[config.mk]
export PLATFORM = sky130hd
export DESIGN_NAME = button_conditioner
export DESIGN_NICKNAME = d
export VERILOG_FILES = /design/src/rtl/button_conditioner_pkg.sv /design/src/rtl/button_conditioner_channel.sv /design/src/rtl/button_conditioner.sv
export SDC_FILE = /design/constraint.sdc
export NUM_CORES = 1
export LEC_CHECK = 0
export CAP_MARGIN = 20
export CORE_MARGIN = 3
export CORE_UTILIZATION = 59
export CTS_CLUSTER_SIZE = 20
export DETAILED_ROUTE_END_ITERATION = 7
export GPL_ROUTABILITY_DRIVEN = 0
export GPL_TIMING_DRIVEN = 0
export PLACE_DENSITY = 0.89
export SETUP_SLACK_MARGIN = 0.3
export SYNTH_ARGS = -nofsm -noshare
export SYNTH_HDL_FRONTEND = slang
export SYNTH_SLANG_ARGS = --single-unit
export TNS_END_PERCENT = 10
[constraint.sdc]
create_clock -name i_clk -period 4.04 [get_ports i_clk]
set_input_delay 0.808 -clock i_clk [delete_from_list [all_inputs] [get_ports i_clk]]
set_output_delay 0.808 -clock i_clk [all_outputs]
set_load 0.05 [all_outputs]
[src/rtl/button_conditioner_pkg.sv]
// Shared types and helpers for the push-button conditioner.
// Channel FSM states and counter sizing used by every button channel.
package button_conditioner_pkg;

   typedef enum logic [2:0] {
      ST_IDLE,
      ST_DB_PRESS,
      ST_HELD,
      ST_REPEAT,
      ST_DB_REL
   } btn_state_t;

   function automatic int max3(input int a, input int b, input int c);
      int m;
      m = (a > b) ? a : b;
      return (m > c) ? m : c;
   endfunction

   // Counter must hold the largest terminal count without wrapping.
   function automatic int cnt_width(input int a, input int b, input int c);
      return (max3(a, b, c) < 1) ? 1 : $clog2(max3(a, b, c) + 1);
   endfunction

endpackage

[src/rtl/button_conditioner_channel.sv]
// One button: 2-FF synchroniser, polarity fold, and debounce/auto-repeat FSM.
// All timing advances only on i_tick; a change of the synchronised level beats a tick.
module button_conditioner_channel
   import button_conditioner_pkg::*;
#(
   parameter bit ACTIVE_LOW     = 1'b1,
   parameter int DEBOUNCE_TICKS = 10,
   parameter int REPEAT_DELAY   = 50,
   parameter int REPEAT_PERIOD  = 10,
   parameter bit REPEAT_EN      = 1'b1
) (
   input  logic i_clk,
   input  logic i_reset_n,
   input  logic i_tick,
   input  logic i_btn,
   output logic o_level,
   output logic o_press,
   output logic o_release
);

   localparam int CNT_MAX = max3(DEBOUNCE_TICKS, REPEAT_DELAY, REPEAT_PERIOD);
   localparam int CNT_W   = cnt_width(DEBOUNCE_TICKS, REPEAT_DELAY, REPEAT_PERIOD);

   localparam logic [CNT_W-1:0] CNT_SAT = CNT_W'(CNT_MAX);
   localparam logic [CNT_W-1:0] DB_LAST = CNT_W'(DEBOUNCE_TICKS);
   localparam logic [CNT_W-1:0] RD_LAST = CNT_W'(REPEAT_DELAY);
   localparam logic [CNT_W-1:0] RP_LAST = CNT_W'(REPEAT_PERIOD);

   logic             sync_meta;
   logic             sync_out;
   logic             pressed;
   btn_state_t       state;
   logic [CNT_W-1:0] cnt;
   logic [CNT_W-1:0] cnt_inc;

   // Synchroniser resets to the released pin level so reset never looks like a press.
   always_ff @(posedge i_clk or negedge i_reset_n) begin
      if (!i_reset_n) begin
         sync_meta <= ACTIVE_LOW;
         sync_out  <= ACTIVE_LOW;
      end else begin
         sync_meta <= i_btn;
         sync_out  <= sync_meta;
      end
   end

   assign pressed = ACTIVE_LOW ? ~sync_out : sync_out;
   assign cnt_inc = (cnt == CNT_SAT) ? cnt : cnt + CNT_W'(1);

   // Comparisons use the incremented value so the strobe lands on the tick that reaches the target.
   always_ff @(posedge i_clk or negedge i_reset_n) begin
      if (!i_reset_n) begin
         state     <= ST_IDLE;
         cnt       <= '0;
         o_level   <= 1'b0;
         o_press   <= 1'b0;
         o_release <= 1'b0;
      end else begin
         o_press   <= 1'b0;
         o_release <= 1'b0;
         case (state)
            ST_IDLE: begin
               if (pressed) begin
                  state <= ST_DB_PRESS;
                  cnt   <= '0;
               end
            end
            ST_DB_PRESS: begin
               if (!pressed) begin
                  state <= ST_IDLE;
                  cnt   <= '0;
               end else if (i_tick) begin
                  if (cnt_inc == DB_LAST) begin
                     state   <= ST_HELD;
                     cnt     <= '0;
                     o_press <= 1'b1;
                     o_level <= 1'b1;
                  end else begin
                     cnt <= cnt_inc;
                  end
               end
            end
            ST_HELD: begin
               if (!pressed) begin
                  state <= ST_DB_REL;
                  cnt   <= '0;
               end else if (REPEAT_EN && i_tick) begin
                  if (cnt_inc == RD_LAST) begin
                     state   <= ST_REPEAT;
                     cnt     <= '0;
                     o_press <= 1'b1;
                  end else begin
                     cnt <= cnt_inc;
                  end
               end
            end
            ST_REPEAT: begin
               if (!pressed) begin
                  state <= ST_DB_REL;
                  cnt   <= '0;
               end else if (i_tick) begin
                  if (cnt_inc == RP_LAST) begin
                     cnt     <= '0;
                     o_press <= 1'b1;
                  end else begin
                     cnt <= cnt_inc;
                  end
               end
            end
            ST_DB_REL: begin
               if (pressed) begin
                  state <= ST_HELD;
                  cnt   <= '0;
               end else if (i_tick) begin
                  if (cnt_inc == DB_LAST) begin
                     state     <= ST_IDLE;
                     cnt       <= '0;
                     o_level   <= 1'b0;
                     o_release <= 1'b1;
                  end else begin
                     cnt <= cnt_inc;
                  end
               end
            end
            default: begin
               state <= ST_IDLE;
               cnt   <= '0;
            end
         endcase
      end
   end

endmodule

[src/rtl/button_conditioner.sv]
// Push-button front end: N_BTN independent conditioner channels.
// Produces debounced levels plus press/auto-repeat and release strobes.
module button_conditioner
   import button_conditioner_pkg::*;
#(
   parameter int N_BTN          = 4,
   parameter bit ACTIVE_LOW     = 1'b1,
   parameter int DEBOUNCE_TICKS = 10,
   parameter int REPEAT_DELAY   = 50,
   parameter int REPEAT_PERIOD  = 10,
   parameter bit REPEAT_EN      = 1'b1
) (
   input  logic             i_clk,
   input  logic             i_reset_n,
   input  logic             i_tick,
   input  logic [N_BTN-1:0] i_btn,
   output logic [N_BTN-1:0] o_level,
   output logic [N_BTN-1:0] o_press,
   output logic [N_BTN-1:0] o_release
);

   for (genvar g = 0; g < N_BTN; g++) begin : g_chan
      button_conditioner_channel #(
         .ACTIVE_LOW     (ACTIVE_LOW),
         .DEBOUNCE_TICKS (DEBOUNCE_TICKS),
         .REPEAT_DELAY   (REPEAT_DELAY),
         .REPEAT_PERIOD  (REPEAT_PERIOD),
         .REPEAT_EN      (REPEAT_EN)
      ) u_chan (
         .i_clk     (i_clk),
         .i_reset_n (i_reset_n),
         .i_tick    (i_tick),
         .i_btn     (i_btn[g]),
         .o_level   (o_level[g]),
         .o_press   (o_press[g]),
         .o_release (o_release[g])
      );
   end

endmodule
Word-level counts from Yosys, hierarchy flattened
Cells that the tools add are included.
{"block": "classes", "muxes": 152, "n_div": 0, "n_addsub": 4, "n_reduce_logical": 24, "multipliers": 0, "n_bitwise": 0, "eq_ne": 84, "n_lt_le_gt_ge": 0, "shifts": 0}
{"operator": "$mux 6", "count": 36}
{"operator": "$mux 3", "count": 44}
{"operator": "$pmux 6 s4", "count": 4}
{"operator": "$pmux 3 s5", "count": 4}
{"operator": "$mux 1", "count": 56}
{"operator": "$eq 6x6->1 const B", "count": 8}
{"operator": "$ne 2x1->1 const B", "count": 16}
{"operator": "$ne 2x2->1 const B", "count": 16}
{"operator": "$reduce_and 8->1", "count": 4}
{"operator": "$reduce_and 7->1", "count": 4}
{"operator": "$add 6x1->6 const B", "count": 4}
{"operator": "$eq 3x2->1 const B", "count": 8}
{"operator": "$eq 6x4->1 const B", "count": 4}
{"operator": "$ne 3x1->1 const B", "count": 8}
{"operator": "$ne 3x2->1 const B", "count": 8}
{"operator": "$ne 3x3->1 const B", "count": 8}
{"operator": "$pmux 1 s2", "count": 8}
{"operator": "$eq 3x1->1 const B", "count": 4}
{"operator": "$eq 3x3->1 const B", "count": 4}
{"operator": "$logic_not 3->1", "count": 4}
{"operator": "$reduce_and 2->1", "count": 4}
{"operator": "$reduce_bool 2->1", "count": 4}
{"operator": "$reduce_or 2->1", "count": 4}
{"block": "totals", "inputBits": 7, "latch_bits": 0, "ramBits": 0, "rom_bits": 0, "memories": 0, "register_bits": 56}

Longest topological paths before layout
{"block": "depth", "ltp_word": 7, "ltp_mapped": 9, "ltp_nobuf": 8}

By module
A second synthesis with hierarchy kept.
{"block": "unflattened", "cells_unflattened": 516, "area_unflattened_um2": 4229.1}
{"mod": "button_conditioner_channel (g_chan[2].u_chan ...)", "n_inst": 2, "area_per_inst_um2": 1071.0, "cells_each": 129, "seq_area_each_um2": 352.8}
{"mod": "button_conditioner_channel (g_chan[0].u_chan ...)", "n_inst": 2, "area_per_inst_um2": 1043.5, "cells_each": 129, "seq_area_each_um2": 352.8}

Worst setup path after synthesis
No wires, ideal clock.
{"block": "synth_path", "kind": "reg2reg", "start": "register g_chan[0].u_chan.cnt[0]", "end": "register g_chan[0].u_chan.state[0]", "stages_incl_launch_ff": 8, "required_time_ns": 3.913, "n_path_buf": 1, "slack_ns": 1.667, "t_arrival_ns": 2.246, "cell_sequence": "dfrtp_1 -> ha_1 -> buf_2 -> or4b_4 -> a2111oi_4 -> a31o_1 -> nand3_1 -> mux2_1"}
{"block": "synth_via", "elab_chain_cells": 5, "word_cells_on_any_way": 9, "cone_classes": "add/sub: 1; eq/ne: 6; mux: 1; reduce/logical: 1"}
{"element": "from (decl)", "line": "button_conditioner_channel.sv:33", "text": "logic [CNT_W-1:0] cnt;"}
{"element": "from (signal assigned)", "line": "button_conditioner_channel.sv:79", "text": "cnt <= cnt_inc;"}
{"element": "from (signal assigned)", "line": "button_conditioner_channel.sv:93", "text": "cnt <= cnt_inc;"}
{"element": "from (signal assigned)", "line": "button_conditioner_channel.sv:106", "text": "cnt <= cnt_inc;"}
{"element": "$add 6x1->6 or $eq 6x6->1 (tied branches)", "line": "button_conditioner_channel.sv:48", "text": "assign cnt_inc = (cnt == CNT_SAT) ? cnt : cnt + CNT_W'(1);"}
{"element": "$mux 6 *", "line": "button_conditioner_channel.sv:48"}
{"element": "$eq 6x4->1 or $eq 6x6->1 (tied branches)", "line": "button_conditioner_channel.sv:73, button_conditioner_channel.sv:115, button_conditioner_channel.sv:88"}
{"element": "$ne 3x3->1 (no line) or $ne 3x1->1 (tied branches)"}
{"element": "$reduce_and 8->1 (no line) *"}
{"element": "to (signal assigned)", "line": "button_conditioner_channel.sv:53", "text": "state <= ST_IDLE;"}
{"element": "to (signal assigned)", "line": "button_conditioner_channel.sv:74", "text": "state <= ST_HELD;"}
{"element": "to (signal assigned)", "line": "button_conditioner_channel.sv:116", "text": "state <= ST_IDLE;"}
{"element": "to (decl)", "line": "button_conditioner_channel.sv:32", "text": "btn_state_t state;"}
Mark *: on every way between the ends. The rest lies on a longest branch, timed or not.
A chain may end at the register's enable or synchronous reset.

Worst setup path after layout
{"block": "layout_path", "start": "input port i_tick", "end": "register g_chan[0].u_chan.cnt[3]"}
{"block": "layout_via", "elab_chain_cells": 3, "word_cells_on_any_way": 6, "cone_classes": "eq/ne: 1; mux: 4; reduce/logical: 1"}
{"element": "from (decl)", "line": "button_conditioner.sv:15", "text": "input logic i_tick,"}
{"element": "$mux 6"}
{"element": "$mux 6 (on tied branches)"}
{"element": "$pmux 6 s4"}
Several ways; a longest one is shown, not always the timed one.

==> results.yml <==
hold_path:
  min_path_cells: 0
  hold_class: "register to register"
  min_from: "g_chan[1].u_chan.sync_meta"
  hold-path-endpoint: "g_chan[1].u_chan.sync_out"
synth:
  ys_seq_area_frac: 0.348
  ys_async_sr_fraction: 1.00
  syn_nets: 495
  synth_cell_types: 79
  ys_seq_elements: 56
  synthCells: 480
  synth-edff-count: 0
  ys.warnings.count: 0
  avgSynthCellArea_um2: 8.45
  synthFlopType: "dfrtp_1"
  syn_area_mm2: 0.00406
timing:
  rsz0062_at_grt: "false"
  hold_viol: 0
  tightest_slew_ns: 0.717
  slew_headroom: 0.518
  tns_ns: 0
  setup_violations: 0
  min_period_ns: 2.94
  fmax_mhz: 340
  slew_violations: 0
  fin_crit_sh: 0.729
  worst_slack_ns: 1.10
  holdWs_ns: 0.356
  fin_worst_skew_ns: 0.0166
route:
  wl_per_cell_um: 16.2
  detail_route.vias_per_cell: 6.55
  drtIter0Drc: 261
  drt_wl_total_um: 9460
  ant_nets: 0
  vias: 3824
  dr.pass1.iters: 4
  drc: 0
die:
  num_rows: 29
  core_mm2: 0.00649
  ios: 19
  dieArea_mm2: 0.00791
  die_w_um: 88.9
  die-height_um: 88.9
  initial_utilization: 0.625
power_and_ir_drop:
  ir_drop_v: 0.000241
  power.total_uw: 1210
  powerDensity_mw_per_mm2: 273
  leakagePower_uw: 0.00177
global_routing:
  overflow: 0
  met1_usage: 0.337
  first_global_vias: 3452
  grt_pass1_wl_um: 15900
  grt_util_met2: 0.416
  use_met3: 0.0341
  antenna_found_initial: 0
  grt_use_total: 0.250
  gr-max-usage-layer: "met2"
  grt_max_degree: 42
cts:
  cts_buffers: 5
  clock_latency_ns: 0.32
  clk_pin_slew_ns: 0.11
  cts_sinks: 56
  cts_setup_buffers: 0
  cts_root_buf: "clkbuf_8"
  cts_resized: 0
  h-tree-depth: 2
  clock_tree.buffer_depth: 2
  holdBufCountCts: 0
  cts_tree: "built"
place:
  hpwl_um: 6740
  dp_slack_ns: 0.788
  io_buffers: 18
critical_path:
  crit_fanout: 10
  crit_type: "input port to register"
  r2r-end: "g_chan[0].u_chan.state[0]"
  crit_path_end_kind: "register"
  reg2reg_depth: 7
  arrival_ns: 3.15
  startpoint_type: "input port"
  r2r-start: "g_chan[0].u_chan.cnt[0]"
  rrSetupSlack_ns: 1.38
  cp.required_ns: 4.24
layout:
  area_growth_pct: 9.28
  regArea_mm2: 0.00141
  antenna-diode-count: 0
  fill_cells: 512
  multi_input_area_mm2: 0.00234
  drive_gt1_frac: 0.0947
  nets: 521
status:
  status: "finished clean"
run:
  cap_violations: 0
[layout make-up]
| cell class | instances | share of cell area |
|---|---|---|
| repair buffers | 19 | 0.0440 |
| flip-flops and latches | 56 | 0.318 |
| inverters | 18 | 0.0152 |
| plain buffers | 48 | 0.0542 |
| multi-input cells | 358 | 0.527 |
| well taps | 77 | 0.0217 |
| clock inverters | 2 | 0.00282 |
| clock buffers | 6 | 0.0164 |
[worst max-delay path by stage]
stage | from | endpoint | slack [ns]
after floorplan | g_chan[0].u_chan.cnt[0] | g_chan[0].u_chan.state[0] | 1.67
after global placement | i_reset_n | g_chan[3].u_chan.cnt[2] | 0.44
after detailed placement | i_tick | g_chan[0].u_chan.cnt[3] | 0.79
after CTS | i_tick | g_chan[0].u_chan.cnt[3] | 1.11
after global routing | i_tick | g_chan[0].u_chan.cnt[3] | 0.96
final | i_tick | g_chan[0].u_chan.cnt[3] | 1.10
[sequential cells by signal, summed over array words and instances (netlist names)]
name and count:
g_chan.u_chan.cnt 24, g_chan.u_chan.state 12, g_chan.u_chan.o_level 4, g_chan.u_chan.o_press 4, g_chan.u_chan.o_release 4, g_chan.u_chan.sync_meta 4, g_chan.u_chan.sync_out 4
[cells in the final DEF (no fill, tap or decap), types with 6 or more instances in the layout]
cell type,n
clkdlybuf4s50_1,17
inv_1,18
nor3b_1,12
nor3_1,12
mux2i_1,6
buf_4,12
a21oi_1,23
dfstp_2,8
o21ai_0,27
nand3_1,17
buf_2,6
nand2b_1,8
and3_1,6
clkbuf_1,29
o211ai_1,9
dfrtp_1,48
nor2b_1,12
nand2_1,44
ha_1,8
nor2_1,37
xnor2_1,8
and2_1,7
[kinds of logic after synthesis]
kind of cell,count (synthesis),synth area share
AO/OA/AOI/OAI,144,0.256
XOR/XNOR,11,0.0238
adder cells (fa/ha/maj),8,0.0247
buffers and inverters,66,0.0759
flip-flops,56,0.348
multiplexers,7,0.0176
AND/OR/NAND/NOR,188,0.254
[worst max-delay path, stage by stage]
cell and delay, ns:
clkdlybuf4s50_1 0.55, clkbuf_1 0.43, clkbuf_1 0.43, clkbuf_1 0.48, o21ai_0 0.17, o211ai_1 0.20
nand2_1 0.07
[per-layer routing]
metal | vias to the layer above | wire length [um]
met5 | - | 0
met4 | 0 | 120
met3 | 15 | 634
met2 | 179 | 4700
met1 | 1818 | 4010
li1 | 1812 | -
[synthesized netlist by cell type (all sizes together) (6+ instances only)]
master | instances | share of area
and3 | 6 | 0.0093
and2 | 7 | 0.011
nand3 | 17 | 0.021
dfrtp | 48 | 0.30
o211ai | 9 | 0.017
a21oi | 23 | 0.028
buf | 19 | 0.032
nor2 | 37 | 0.034
dfstp | 8 | 0.052
inv | 18 | 0.017
nand2b | 8 | 0.012
clkbuf | 29 | 0.027
nor2b | 12 | 0.019
o21ai | 29 | 0.036
nand2 | 44 | 0.041
xnor2 | 8 | 0.017
nor3 | 12 | 0.015
mux2i | 6 | 0.015
nor3b | 12 | 0.022
ha | 8 | 0.025
[power by group]
group | switching [uW] | internal, uW | total [uW]
Combinational | 186 | 104 | 290
Clock | 190 | 122 | 312
Sequential | 21.9 | 588 | 610
[per-stage QoR]
step,std cells,instance area (um2),utilization
floorplan,480,4060,-
global placement,575,4330,0.667
detailed placement,576,4350,0.669
CTS,584,4430,0.683
global route,584,4430,0.683
finish,584,4430,0.683
No activity file was read; power rests on OpenSTA's default activity.
